--- src/rtl/mag_pkg.sv ---
// Shared widths, BCD limits and state encoding for the microwave cook timer.
package mag_pkg;

    localparam int unsigned BCD_DIGIT_W = 4;
    localparam int unsigned TIME_W      = 16;

    localparam logic [BCD_DIGIT_W-1:0] SEC_TENS_MAX = 4'd5;
    localparam logic [BCD_DIGIT_W-1:0] DIGIT_MAX    = 4'd9;
    localparam logic [TIME_W-1:0]      TIME_MAX     = 16'h9959;

    typedef enum logic [1:0] {
        IDLE  = 2'd0,
        ARMED = 2'd1,
        RUN   = 2'd2
    } mag_state_e;

endpackage

--- src/rtl/mag_tick_gen.sv ---
// One-second prescaler: counts 0..TICK_DIV-1 while enabled, strobes tick_c on wrap.
module mag_tick_gen #(
    parameter int unsigned TICK_DIV = 100
) (
    input  logic clk,
    input  logic rstn,
    input  logic en_i,
    input  logic clr_i,
    output logic tick_c
);

    localparam int unsigned CNT_W = 16;
    localparam logic [CNT_W-1:0] CNT_LAST = CNT_W'(TICK_DIV - 1);

    logic [CNT_W-1:0] cnt_q;
    logic [CNT_W-1:0] cnt_d;

    always_comb begin
        cnt_d = cnt_q;
        if (clr_i) begin
            cnt_d = '0;
        end else if (en_i) begin
            cnt_d = (cnt_q == CNT_LAST) ? '0 : cnt_q + CNT_W'(1);
        end
    end

    // A clear in the same cycle as the wrap suppresses the tick.
    assign tick_c = en_i && !clr_i && (cnt_q == CNT_LAST);

    always_ff @(posedge clk or negedge rstn) begin
        if (!rstn) begin
            cnt_q <= '0;
        end else begin
            cnt_q <= cnt_d;
        end
    end

endmodule

--- src/rtl/mag_timer.sv ---
// Magnetron latch and BCD mm:ss cook countdown; optional +30 s key under MAG_TIMER_ADD30_EN.
module mag_timer
    import mag_pkg::*;
#(
    parameter int unsigned TICK_DIV = 100
) (
    input  logic              clk,
    input  logic              rstn,
    input  logic              S,
    input  logic              R,
`ifdef MAG_TIMER_ADD30_EN
    input  logic              add30,
`endif
    input  logic              load,
    input  logic [TIME_W-1:0] load_time,
    output logic              mag_on,
    output logic              timer_done,
    output logic              done_pulse,
    output logic [TIME_W-1:0] time_bcd
);

    typedef logic [BCD_DIGIT_W-1:0] digit_t;

    function automatic logic [TIME_W-1:0] bcd_clamp(input logic [TIME_W-1:0] t);
        digit_t mt, mo, st, so;
        {mt, mo, st, so} = t;
        if (mt > DIGIT_MAX)    mt = DIGIT_MAX;
        if (mo > DIGIT_MAX)    mo = DIGIT_MAX;
        if (st > SEC_TENS_MAX) st = SEC_TENS_MAX;
        if (so > DIGIT_MAX)    so = DIGIT_MAX;
        return {mt, mo, st, so};
    endfunction

    function automatic logic [TIME_W-1:0] bcd_dec(input logic [TIME_W-1:0] t);
        digit_t mt, mo, st, so;
        {mt, mo, st, so} = t;
        if (so != '0) begin
            so = so - digit_t'(1);
        end else begin
            so = DIGIT_MAX;
            if (st != '0) begin
                st = st - digit_t'(1);
            end else begin
                st = SEC_TENS_MAX;
                if (mo != '0) begin
                    mo = mo - digit_t'(1);
                end else begin
                    mo = DIGIT_MAX;
                    mt = mt - digit_t'(1);
                end
            end
        end
        return {mt, mo, st, so};
    endfunction

`ifdef MAG_TIMER_ADD30_EN
    // Adding 3 to sec_tens carries once it reaches 6; minutes saturate at 99:59.
    function automatic logic [TIME_W-1:0] bcd_add30(input logic [TIME_W-1:0] t);
        digit_t mt, mo, st, so;
        logic   sat;
        {mt, mo, st, so} = t;
        sat = 1'b0;
        if (st >= digit_t'(3)) begin
            st = st - digit_t'(3);
            if (mo == DIGIT_MAX) begin
                mo = '0;
                if (mt == DIGIT_MAX) sat = 1'b1;
                else                 mt = mt + digit_t'(1);
            end else begin
                mo = mo + digit_t'(1);
            end
        end else begin
            st = st + digit_t'(3);
        end
        return sat ? TIME_MAX : {mt, mo, st, so};
    endfunction
`endif

    mag_state_e        state_q, state_d;
    logic              mag_q, mag_d;
    logic [TIME_W-1:0] time_q, time_d;
    logic              done_q, done_d;
    logic              pulse_q, pulse_d;
    logic              presc_clr;
    logic              tick;
    logic [TIME_W-1:0] load_clamped;
    logic [TIME_W-1:0] time_dec;

    assign load_clamped = bcd_clamp(load_time);
    assign time_dec     = bcd_dec(time_q);

    mag_tick_gen #(
        .TICK_DIV (TICK_DIV)
    ) u_tick_gen (
        .clk    (clk),
        .rstn   (rstn),
        .en_i   (state_q == RUN),
        .clr_i  (presc_clr),
        .tick_c (tick)
    );

    // Priority: R, load (only while the magnetron is off), add30, S, tick.
    always_comb begin
        state_d   = state_q;
        mag_d     = mag_q;
        time_d    = time_q;
        pulse_d   = 1'b0;
        presc_clr = 1'b0;
        if (R) begin
            mag_d     = 1'b0;
            presc_clr = 1'b1;
            if (state_q == RUN) state_d = ARMED;
        end else if (load && !mag_q) begin
            time_d  = load_clamped;
            state_d = (load_clamped != '0) ? ARMED : IDLE;
`ifdef MAG_TIMER_ADD30_EN
        end else if (add30) begin
            time_d = bcd_add30(time_q);
            if (state_q == IDLE) state_d = ARMED;
`endif
        end else if (S && state_q == ARMED) begin
            state_d   = RUN;
            mag_d     = 1'b1;
            presc_clr = 1'b1;
        end else if (tick) begin
            time_d = time_dec;
            if (time_dec == '0) begin
                state_d = IDLE;
                mag_d   = 1'b0;
                pulse_d = 1'b1;
            end
        end
        done_d = (time_d == '0);
    end

    always_ff @(posedge clk or negedge rstn) begin
        if (!rstn) begin
            state_q <= IDLE;
            mag_q   <= 1'b0;
            time_q  <= '0;
            done_q  <= 1'b1;
            pulse_q <= 1'b0;
        end else begin
            state_q <= state_d;
            mag_q   <= mag_d;
            time_q  <= time_d;
            done_q  <= done_d;
            pulse_q <= pulse_d;
        end
    end

    assign mag_on     = mag_q;
    assign timer_done = done_q;
    assign done_pulse = pulse_q;
    assign time_bcd   = time_q;

endmodule

--- config.mk ---
export PLATFORM = sky130hd
export DESIGN_NAME = mag_timer
export DESIGN_NICKNAME = d
export VERILOG_FILES = /design/src/rtl/mag_pkg.sv /design/src/rtl/mag_tick_gen.sv /design/src/rtl/mag_timer.sv
export SDC_FILE = /design/constraint.sdc
export NUM_CORES = 1
export LEC_CHECK = 0
export CORE_MARGIN = 4
export CORE_UTILIZATION = 45
export CTS_BUF_LIST = sky130_fd_sc_hd__clkbuf_2
export DETAILED_ROUTE_END_ITERATION = 8
export PLACE_DENSITY = 0.69
export SLEW_MARGIN = 0
export SYNTH_ARGS = -nofsm -noshare
export SYNTH_HDL_FRONTEND = slang
export SYNTH_HIERARCHICAL = 1
export SYNTH_SLANG_ARGS = --single-unit
--- constraint.sdc ---
create_clock -name clk -period 8.8 [get_ports clk]
set_input_delay 1.76 -clock clk [delete_from_list [all_inputs] [get_ports clk]]
set_output_delay 1.76 -clock clk [all_outputs]
set_load 0.005 [all_outputs]
[After elaboration in Yosys (flattened, before gate mapping)]
Cells that the tools add are included.
Cells by class
  $add $sub $neg: 5
  order comparisons: 4
  eq/ne operators: 5
  mux-type cells: 40
  reduce and logical (&&, ||, !) cells: 19
Operators by type and width (number)
  $mux W16: 7
  $mux W4: 13
  $logic_not A16 Y1: 2
  $reduce_bool A4 Y1: 5
  $add A16 B1 Y16 const B: 1
  $eq A16 B7 Y1 const B: 1
  $reduce_bool A16 Y1: 1
  $sub A4 B1 Y4 const B: 4
  $mux W1: 14
  $gt A4 B4 Y1 const B: 3
  $mux W2: 6
  $reduce_and A3 Y1: 2
  $reduce_bool A3 Y1: 2
  $gt A4 B3 Y1 const B: 1
  $logic_and A1 B1 Y1: 4
  $eq A2 B1 Y1 const B: 1
  $eq A2 B2 Y1 const B: 1
  $logic_not A1 Y1: 2
  $ne A2 B1 Y1 const B: 1
  $ne A2 B2 Y1 const B: 1
  $reduce_bool A2 Y1: 1
Storage, ports and cells
  flip-flop bits (word level): 37
  input port bits: 21
  output and inout bits: 19
  word-level logic and storage cells: 79

[Longest topological paths before layout]
Gate-level depths: netlist of run 1.
  depth after elaboration: 13
  gate-level depth with buffers: 13
  depth with buffers taken out: 11

[Cells and area by module]
Netlist of run 1, hierarchy kept.
Modules (own cells, without submodules)
  mag_timer: instances 1, cells an instance 180, area an instance 1483.9 sq um, sequential area each 526.8 sq um
  mag_tick_gen: instances 1, cells an instance 107, area an instance 1021.0 sq um, sequential area each 400.4 sq um

[Least setup slack after synthesis of run 1]
No wires, ideal clock.
  path kind: input port to flip-flop
  from: in load
  to: reg done_q (netlist: timer_done)
  data arrival time: 5.162 ns
  required time: 8.711 ns
  setup slack: 3.549 ns
  stages on the path: 13
  path buffers: 3
  cells stage by stage: nor2b_1 clkbuf_1 o21ai_0 or2b_2 buf_2 nor2b_1 and2_1 clkbuf_1 o21ai_0 a221o_1 or3_1 or4_1 nor4b_2
Between the ends
  longest elaborated chain between the ends: 11
Ends and longest elaborated chain
  start: declaration: line mag_timer.sv:14  | input logic load,
  $logic_and A1 B1 Y1: line mag_timer.sv:113  | end else if (load && !mag_q) begin
  $mux W1: line mag_timer.sv:113
  $mux W1: line mag_timer.sv:109  | if (R) begin
  net presc_clr: line mag_timer.sv:84  | logic presc_clr;
  $logic_not A1 Y1: line mag_tick_gen.sv:28  | assign tick_c = en_i && !clr_i && (cnt_q == CNT_LAST);
  $logic_and A1 B1 Y1 (2 in series): line mag_tick_gen.sv:28
  net tick: line mag_timer.sv:85  | logic tick;
  $mux W16: line mag_timer.sv:125  | end else if (tick) begin
  $mux W16: line mag_timer.sv:121  | end else if (S && state_q == ARMED) begin
  $mux W16: line mag_timer.sv:113
  $mux W16: line mag_timer.sv:109
  net time_d[9]: line mag_timer.sv:81  | logic [TIME_W-1:0] time_q, time_d;
  $logic_not A16 Y1: line mag_timer.sv:133  | done_d = (time_d == '0);
  net done_d: line mag_timer.sv:82  | logic done_q, done_d;
  end signal: assignment: line mag_timer.sv:147  | done_q <= done_d;
  end: declaration: line mag_timer.sv:82
The timed path passes the listed nets, and every way through them passes these cells.
A chain may end at the register's enable or synchronous reset.

[Worst setup path in the final report of run 1]
Same ends and word-level chain as after synthesis.

==> results by group, run 1 <==
Layout
  • Multi-input logic area: 1470 um^2
  • Layout overhead on the synthesized area: 19.2%
  • Seq. cell area: 927 um^2
  • Ant. Diodes: 0
  • Fillers: 491
  • Final Net Count: 340
  • Layout cells sized above 1: 7.23%

Die
  • Num ports: 40
  • Initial Utilization: 47.8%
  • CORE AREA: 5240 um^2
  • Die extent in x: 82.6 um
  • Die area: 6820 um^2
  • Die height: 82.6 um
  • # rows: 26

Clocking
  • Hold Buf Count CTS: 0
  • Clock Tree Root: clkbuf_2
  • CTS Buf Count: 5
  • Clock buffer depth: 2
  • Later-pin clock latency in the skew report: 0.39 ns
  • Sink Count: 37
  • Setup Buffers After CTS: 0
  • Deepest level of the CTS H-tree: 2
  • Clock transition at path regs: 0.20 ns
  • Cts repair resizes: 0
  • CTS tree: done

STA
  • Final Hold Viols: 0
  • Skew final: 0.0143 ns
  • Pin slew with the least headroom to its limit: 0.980 ns
  • RSZ-0062 raised after global routing: false
  • Hold WS: 0.552 ns
  • Final critical-path share of the clock period: 69.5%
  • Final setup TNS: 0 ns
  • Fin crit period: 6.12 ns
  • Peak Freq: 0.163 GHz
  • Final Max Slew Viols: 0
  • Final setup violation count: 0
  • Slew Limit Headroom: 34.5%

Global route
  • First-pass GRT wire length: 11.6 mm
  • Largest net degree at the start of global routing: 38
  • GR Overflow Total: 0
  • Initial antenna violation count: 0
  • Total GRT Usage: 22.0%
  • Number of global-route vias before repair: 2380

Synthesis
  • Synth Register Bits: 37
  • Yosys warnings: 6
  • Synth Flop Type: dfrtp_1
  • Mapped cell area: 2500 um^2
  • Syn Area/Cell: 8.73 um^2
  • Register area share after synthesis: 37.0%
  • Count leader, synth: dfrtp_1
  • Top cells by count, synth: dfrtp_1 (36), nor2_1 (29), nand2_1 (22), nor4_1 (16), o21ai_0 (16)
  • Synth area leader: dfrtp_1
  • Synth top area share: 36.0%
  • Post-synth EDFFs: 0
  • Synth cell types: 67
  • Syn Nets: 310
  • Synth area leaders: dfrtp_1 (36%), nor2_1 (4.3%), nor4_1 (4.0%), nand2_1 (3.3%), o21ai_0 (3.2%)
  • Cells after synthesis: 287
  • Share of synthesized registers carrying an async set or reset: 100%

Drt
  • WL met1: 2.97 mm
  • Vias: 2536
  • Remaining routing DRC violations: 0
  • Via density per instance: 6.54
  • Met3 routed WL: 572 um
  • Pre-antenna DRT Iters: 5
  • Final wirelength: 7.09 mm
  • Drt wl/cell: 18.3 um
  • Max Used Layer: met4
  • Final ANT Viol Nets: 0
  • Number of DRC markers in iteration 0: 152
  • Met2 wire len: 3.37 mm

Place
  • GPL Wtd Cong: 0.874
  • DPL Wire Length: 5.04 mm
  • Port bufs: 39

Pwr
  • Static leakage: 1.12 nW
  • Cell Pwr Density: 165 nW/um^2
  • Final Power: 0.492 mW
  • Worst VDD drop: 0.0928 mV

Critical path
  • Critical R2R Launch: mag_on
  • CP max-delay cell: nor2b_1
  • R2R depth: 10
  • Critical Path RT: 9.13 ns
  • Crit path kind: in2reg
  • CP Cell Sequence: clkdlybuf4s50_1 -> nor2b_1 -> o21ai_0 -> or2b_2 -> nor2b_1 -> and2_1 -> o21ai_0 -> a221o_1 -> or3_1 -> or4_1 -> nor4b_2
  • Crit path largest cell delay: 0.79 ns
  • CP max FO: 22
  • Setup crit start kind: input port
  • Worst Setup End Kind: flip-flop
  • Flop2flop setup slack: 4.13 ns
  • Setup crit start: load
  • WP data arrival: 6.44 ns

Hold path
  • Hold depth: 1
  • Worst hold path class: reg2reg
  • Worst Hold Launch: u_tick_gen/cnt_q[0]

Flow run
  • Max Cap Violations: 0

Run status
  • Status: complete, no violations
-- state kept, by name, summed over array words and instances (netlist names) --
signal	cells
done_pulse	1
mag_on	1
state_q	2
time_bcd	16
timer_done	1
u_tick_gen/cnt_q	16
-- final cells by class --
type | count | share of cell area, %
multi-input cells | 227 | 49.2
clock buffers | 5 | 0.838
flip-flops and latches | 37 | 31.0
clock inverters | 3 | 2.18
repair buffers | 39 | 12.9
well taps | 70 | 2.93
inverters | 7 | 0.880
-- metrics by stage --
step	instance area [um^2]	util, %	instances	setup slack (ns)
floorplan	2500	-	287	3.55
detailed placement	2900	55.3	380	2.35
finish	2990	57.0	388	2.68
global placement	2900	55.3	380	2.51
global route	2990	57.0	388	2.40
CTS	2990	57.0	388	2.77
-- cell usage in the layout (no fill, tap or decap), types with 3 or more instances in the layout --
master and count:
a21o_1 4, a21oi_1 13, a22o_1 4, and2_1 3
clkbuf_2 5, clkdlybuf4s50_1 38, dfrtp_1 36, inv_1 7
nand2_1 22, nand2b_1 3, nand3_1 11, nand4_1 6
nor2_1 29, nor2b_1 3, nor3_1 7, nor3b_1 4
nor4_1 16, nor4b_1 3, o211ai_1 3, o21a_1 6
o21ai_0 16, o22ai_1 3, o311ai_1 4, o31ai_1 5
or3_1 5, or4_1 5, xor2_1 3
-- cells by family (layout without fill, tap and decap cells) --
group,count (synthesis),in the layout,share of synthesized area (%)
flip-flops,37,37,37.0
buffers and inverters,23,54,4.30
multiplexers,1,1,0.599
XOR/XNOR,3,3,1.05
adder cells (fa/ha/maj),2,2,0.999
AO/OA/AOI/OAI,87,87,25.0
AND/OR/NAND/NOR,134,134,31.1
-- power breakdown --
group	switching, mW	internal [mW]
sequential	0.0336	0.187
clock	0.0606	0.0761
combinational	0.0695	0.0650
-- worst paths after layout --
check,end
setup / recovery,timer_done
hold / removal,u_tick_gen/cnt_q[0]
setup reg to reg,timer_done
hold reg to reg,u_tick_gen/cnt_q[0]
max in group asynchronous,time_bcd[3]
min in group asynchronous,u_tick_gen/cnt_q[8]
-- routing by layer --
| layer | vias to the layer above | GRT usage, % |
|---|---|---|
| met2 | 131 | 36.2 |
| met4 | 0 | 7.84 |
| li1 | 1175 | - |
| met3 | 25 | 4.88 |
| met1 | 1205 | 28.4 |
| met5 | - | 0 |
-- critical path: cells and delay by family --
| kind | cells | cell delay [ns] |
|---|---|---|
| buf+inv | 1 | 0.50 |
| compound gates | 3 | 0.88 |
| simple gates | 7 | 3.29 |
Note: power is estimated with default switching activity, not from simulation.
==> run 2: changes to the inputs <==
- PLACE_DENSITY: 0.69 -> 0.72
- clock period: 8.8 -> 5.6 ns (I/O delays scaled with it)
==> results by group, run 2 (synthesized netlist as in run 1, its figures left out) <==
Critical path
  • Flop2flop setup slack: 1.56 ns
  • Crit path largest cell delay: 0.50 ns
  • Critical Path RT: 5.93 ns
  • CP Cell Sequence: clkdlybuf4s50_1 -> nor2b_1 -> buf_4 -> o21ai_0 -> or2b_2 -> nor2b_1 -> and2_1 -> o21ai_0 -> a221o_1 -> or3_1 -> or4_1 -> nor4b_2
  • Worst Setup End Kind: flip-flop
  • Reg2reg end: timer_done
  • Critical R2R Launch: u_tick_gen/cnt_q[0]
  • Setup crit start kind: input port
  • WP data arrival: 4.91 ns
  • R2R depth: 10
  • Crit path kind: in2reg
  • CP max-delay cell: clkdlybuf4s50_1
  • CP max FO: 14
  • Setup crit start: load

Global route
  • Initial antenna violation count: 0
  • Largest net degree at the start of global routing: 38
  • First-pass GRT wire length: 11.4 mm
  • Total GRT Usage: 21.7%
  • Number of global-route vias before repair: 2233
  • GR Overflow Total: 0

STA
  • Skew final: 0.0351 ns
  • Final Hold Viols: 0
  • Final setup TNS: 0 ns
  • Peak Freq: 0.218 GHz
  • RSZ-0062 raised after global routing: false
  • Fin crit period: 4.58 ns
  • Slew Limit Headroom: 41.5%
  • Final critical-path share of the clock period: 81.8%
  • Worst setup margin: 1.02 ns
  • Final Max Slew Viols: 0
  • Final setup violation count: 0
  • Pin slew with the least headroom to its limit: 0.870 ns

Clocking
  • Cts repair resizes: 0
  • Sink Count: 37
  • CTS tree: done
  • CTS Buf Count: 5
  • Hold Buf Count CTS: 0
  • Clock Tree Root: clkbuf_2
  • Deepest level of the CTS H-tree: 2
  • Clock buffer depth: 2
  • Setup Buffers After CTS: 0
  • Later-pin clock latency in the skew report: 0.42 ns
  • Clock transition at path regs: 0.24 ns

Die
  • Num ports: 40
  • Die extent in x: 82.6 um
  • # rows: 26
  • Die height: 82.6 um
  • CORE AREA: 5240 um^2
  • Initial Utilization: 47.8%
  • Die area: 6820 um^2

Drt
  • Drt wl/cell: 17.5 um
  • Final ANT Viol Nets: 0
  • Vias: 2475
  • Pre-antenna DRT Iters: 5
  • Remaining routing DRC violations: 0
  • Via density per instance: 6.33
  • Final wirelength: 6.84 mm
  • Number of DRC markers in iteration 0: 247

Hold path
  • Worst hold path class: reg2reg
  • Worst Hold End: u_tick_gen/cnt_q[0]
  • Hold depth: 1
  • Worst Hold Launch: u_tick_gen/cnt_q[0]

Place
  • DPL Wire Length: 4.98 mm
  • Pre-CTS WS: 0.668 ns
  • GPL Wtd Cong: 0.902
  • Port bufs: 39

Layout
  • Final Net Count: 343
  • Layout cells sized above 1: 8.10%
  • Ant. Diodes: 0
  • Most frequent cells in the layout: clkdlybuf4s50_1 (38), dfrtp_1 (36), nor2_1 (29)
  • Layout overhead on the synthesized area: 18.4%
  • Post-layout util: 56.6%
  • Most common cell after layout, fill and taps aside: clkdlybuf4s50_1

Pwr
  • Final Power: 0.687 mW
  • Worst VDD drop: 0.134 mV
  • Cell Pwr Density: 232 nW/um^2
  • Static leakage: 1.12 nW

Flow run
  • Max Cap Violations: 0

Run status
  • Status: complete, no violations
run 2: changes by cell type in the layout (fill, tap and decap cells not counted):
cell,before,now
buf_4,0,3
clkinv_4,0,2
bufinv_16,2,0
run 2: layout make-up:
cell class                 instances  area [um^2]
clock buffer                       5         25.0
timing repair buffer              42          408
sequential                        37          927
fill                             501         2270
tap                               70         87.6
multi-input combinational        227         1470
clock inverter                     3         22.5
inverter                           7         26.3
run 2: report_power, final:
group | switching [mW] | internal, mW
Sequential | 0.0484 | 0.294
Clock | 0.0995 | 0.0317
Combinational | 0.109 | 0.104
Total | 0.257 | 0.431
run 2: worst max path at each step:
stage,cells past startpoint,endpoint,slack (ns)
4_1_cts,12,timer_done,1.09
3_5_place_dp,12,timer_done,0.67
3_3_place_gp,12,timer_done,0.77
6_report,12,timer_done,1.02
2_1_floorplan,13,timer_done,0.99
5_1_grt,12,timer_done,0.80
run 2: worst max-delay path, delay by kind of cell:
kind,cells,cell delay [ns]
AND/OR/NAND/NOR,7,2.41
AO/OA/AOI/OAI,3,0.69
buffers and inverters,2,0.70
run 2: metrics by stage:
| stage | cell area (um^2) | std cells | hold WS, ns |
|---|---|---|---|
| floorplan | 2500 | 287 | 0.480 |
| global placement | 2920 | 383 | 0.502 |
| detailed placement | 2920 | 383 | 0.513 |
| CTS | 2970 | 391 | 0.562 |
| global route | 2970 | 391 | 0.601 |
| finish | 2970 | 391 | 0.551 |
run 2: per-layer routing:
layer / routed length, um / up-vias / global-route usage [%]
met1: 3280 / 1183 / 33.3
met4: 116 / 0 / 6.21
met3: 440 / 13 / 4.34
met5: 0 / - / 0
li1: - / 1181 / -
met2: 3010 / 98 / 30.4
==> run 3: changes to the inputs <==
- clock period: 5.6 -> 4 ns (I/O delays scaled with it)
==> results by group, run 3 (synthesized netlist as in run 1, its figures left out) <==
Run status
  • Status: complete, no violations

Critical path
  • CP Cell Sequence: clkdlybuf4s50_1 -> nor2b_1 -> o21ai_0 -> or2b_2 -> nor2b_2 -> and2_1 -> o21ai_0 -> a221o_1 -> or3_1 -> or4_1 -> nor4b_2
  • WP data arrival: 3.87 ns
  • CP max FO: 4
  • CP most frequent cell: o21ai_0
  • Worst Setup End Kind: flip-flop
  • CP max-delay cell: clkdlybuf4s50_1
  • Critical Path RT: 4.30 ns
  • Crit path kind: in2reg
  • Crit path largest cell delay: 0.51 ns
  • Setup crit start kind: input port
  • Flop2flop setup slack: 0.50 ns

Pwr
  • Cell Pwr Density: 338 nW/um^2
  • Static leakage: 1.15 nW
  • Worst VDD drop: 0.214 mV
  • Final Power: 1.03 mW

Die
  • Die area: 6820 um^2
  • # rows: 26
  • Num ports: 40
  • Initial Utilization: 47.8%
  • CORE AREA: 5240 um^2
  • Die extent in x: 82.6 um
  • Die height: 82.6 um

Place
  • Pre-CTS WS: 0.0789 ns
  • GPL Wtd Cong: 0.905
  • Port bufs: 39
  • Placed Area: 2970 um^2
  • DPL Wire Length: 5.25 mm

STA
  • Slew Limit Headroom: 43.3%
  • Worst setup margin: 0.430 ns
  • Final setup TNS: 0 ns
  • Peak Freq: 0.280 GHz
  • Final Max Slew Viols: 0
  • RSZ-0062 raised after global routing: false
  • Pin slew with the least headroom to its limit: 0.851 ns
  • Final critical-path share of the clock period: 89.2%
  • Fin crit period: 3.57 ns
  • Skew final: 0.0285 ns
  • Final Hold Viols: 0
  • Final setup violation count: 0

Clocking
  • Hold Buf Count CTS: 0
  • Clock Tree Root: clkbuf_2
  • Clock buffer depth: 2
  • Deepest level of the CTS H-tree: 2
  • Later-pin clock latency in the skew report: 0.40 ns
  • CTS Buf Count: 5
  • CTS tree: done
  • Setup Buffers After CTS: 0
  • Clock transition at path regs: 0.22 ns
  • Cts repair resizes: 0
  • Sink Count: 37

Drt
  • Drt wl/cell: 18.1 um
  • Vias: 2553
  • Pre-antenna DRT Iters: 5
  • Via density per instance: 6.41
  • Number of DRC markers in iteration 0: 257
  • Remaining routing DRC violations: 0
  • Final wirelength: 7.21 mm
  • Final ANT Viol Nets: 0

Global route
  • Largest net degree at the start of global routing: 38
  • GR Overflow Total: 0
  • First-pass GRT wire length: 12.1 mm
  • Initial antenna violation count: 0
  • Gr busiest metal: met2
  • Number of global-route vias before repair: 2372
  • Met3 usage: 7.05%
  • GR Util met1: 33.0%
  • Met2 Usage GRT: 35.1%
  • Total GRT Usage: 23.3%

Layout
  • Ant. Diodes: 0
  • Finished Cell Area: 3040 um^2
  • Most frequent cells in the layout: clkdlybuf4s50_1 (38), dfrtp_1 (36), nor2_1 (29)
  • Most common cell after layout, fill and taps aside: clkdlybuf4s50_1
  • Layout overhead on the synthesized area: 21.4%
  • Final Net Count: 350
  • Layout cells sized above 1: 10.1%
  • Fillers: 497

Flow run
  • Max Cap Violations: 0

Hold path
  • Worst hold path class: in2async
[run 3: stage by stage]
stage	instances	hold WS, ns	util (%)
CTS	398	0.486	58.1
finish	398	0.468	58.1
global route	398	0.507	58.1
detailed placement	390	0.532	56.8
floorplan	287	0.480	-
global placement	390	0.512	56.8
[run 3: cell type report]
| cell class | count | area (um^2) | share of cell area [%] |
|---|---|---|---|
| Clock inverter | 3 | 41.3 | 1.36 |
| Timing Repair Buffer | 49 | 460 | 15.1 |
| Tap cell | 70 | 87.6 | 2.88 |
| Sequential cell | 37 | 927 | 30.5 |
| Inverter | 7 | 26.3 | 0.864 |
| Clock buffer | 5 | 25.0 | 0.823 |
| Multi-Input combinational cell | 227 | 1470 | 48.4 |
[run 3: worst paths after layout]
| check | startpoint | endpoint | cells past startpoint |
|---|---|---|---|
| worst min-delay path | rstn | done_pulse | 1 |
| worst min register to register | u_tick_gen/cnt_q[0] | u_tick_gen/cnt_q[0] | 1 |
| max in group asynchronous | rstn | time_bcd[6] | 1 |
| min in group clk | u_tick_gen/cnt_q[0] | u_tick_gen/cnt_q[0] | 1 |
| worst max register to register | u_tick_gen/cnt_q[0] | timer_done | 10 |
| worst max-delay path | load | timer_done | 11 |
[run 3: worst max-delay path, delay by kind of cell]
family	cells	cell delay [ns]
AOI/OAI and AO/OA	3	0.59
buffers and inverters	1	0.51
and+or+nand+nor	7	1.98
[run 3: routing by layer]
layer	vias to the layer above	share of wire (%)
met1	1230	44
met3	10	9.6
met2	116	45
li1	1197	-
met5	-	0
met4	0	1.1
[run 3: power breakdown]
group | leakage [nW] | total [mW] | switching (mW) | internal (mW)
logic | 0.639 | 0.308 | 0.155 | 0.152
clock network | 0.0366 | 0.241 | 0.138 | 0.103
registers | 0.478 | 0.480 | 0.0680 | 0.412
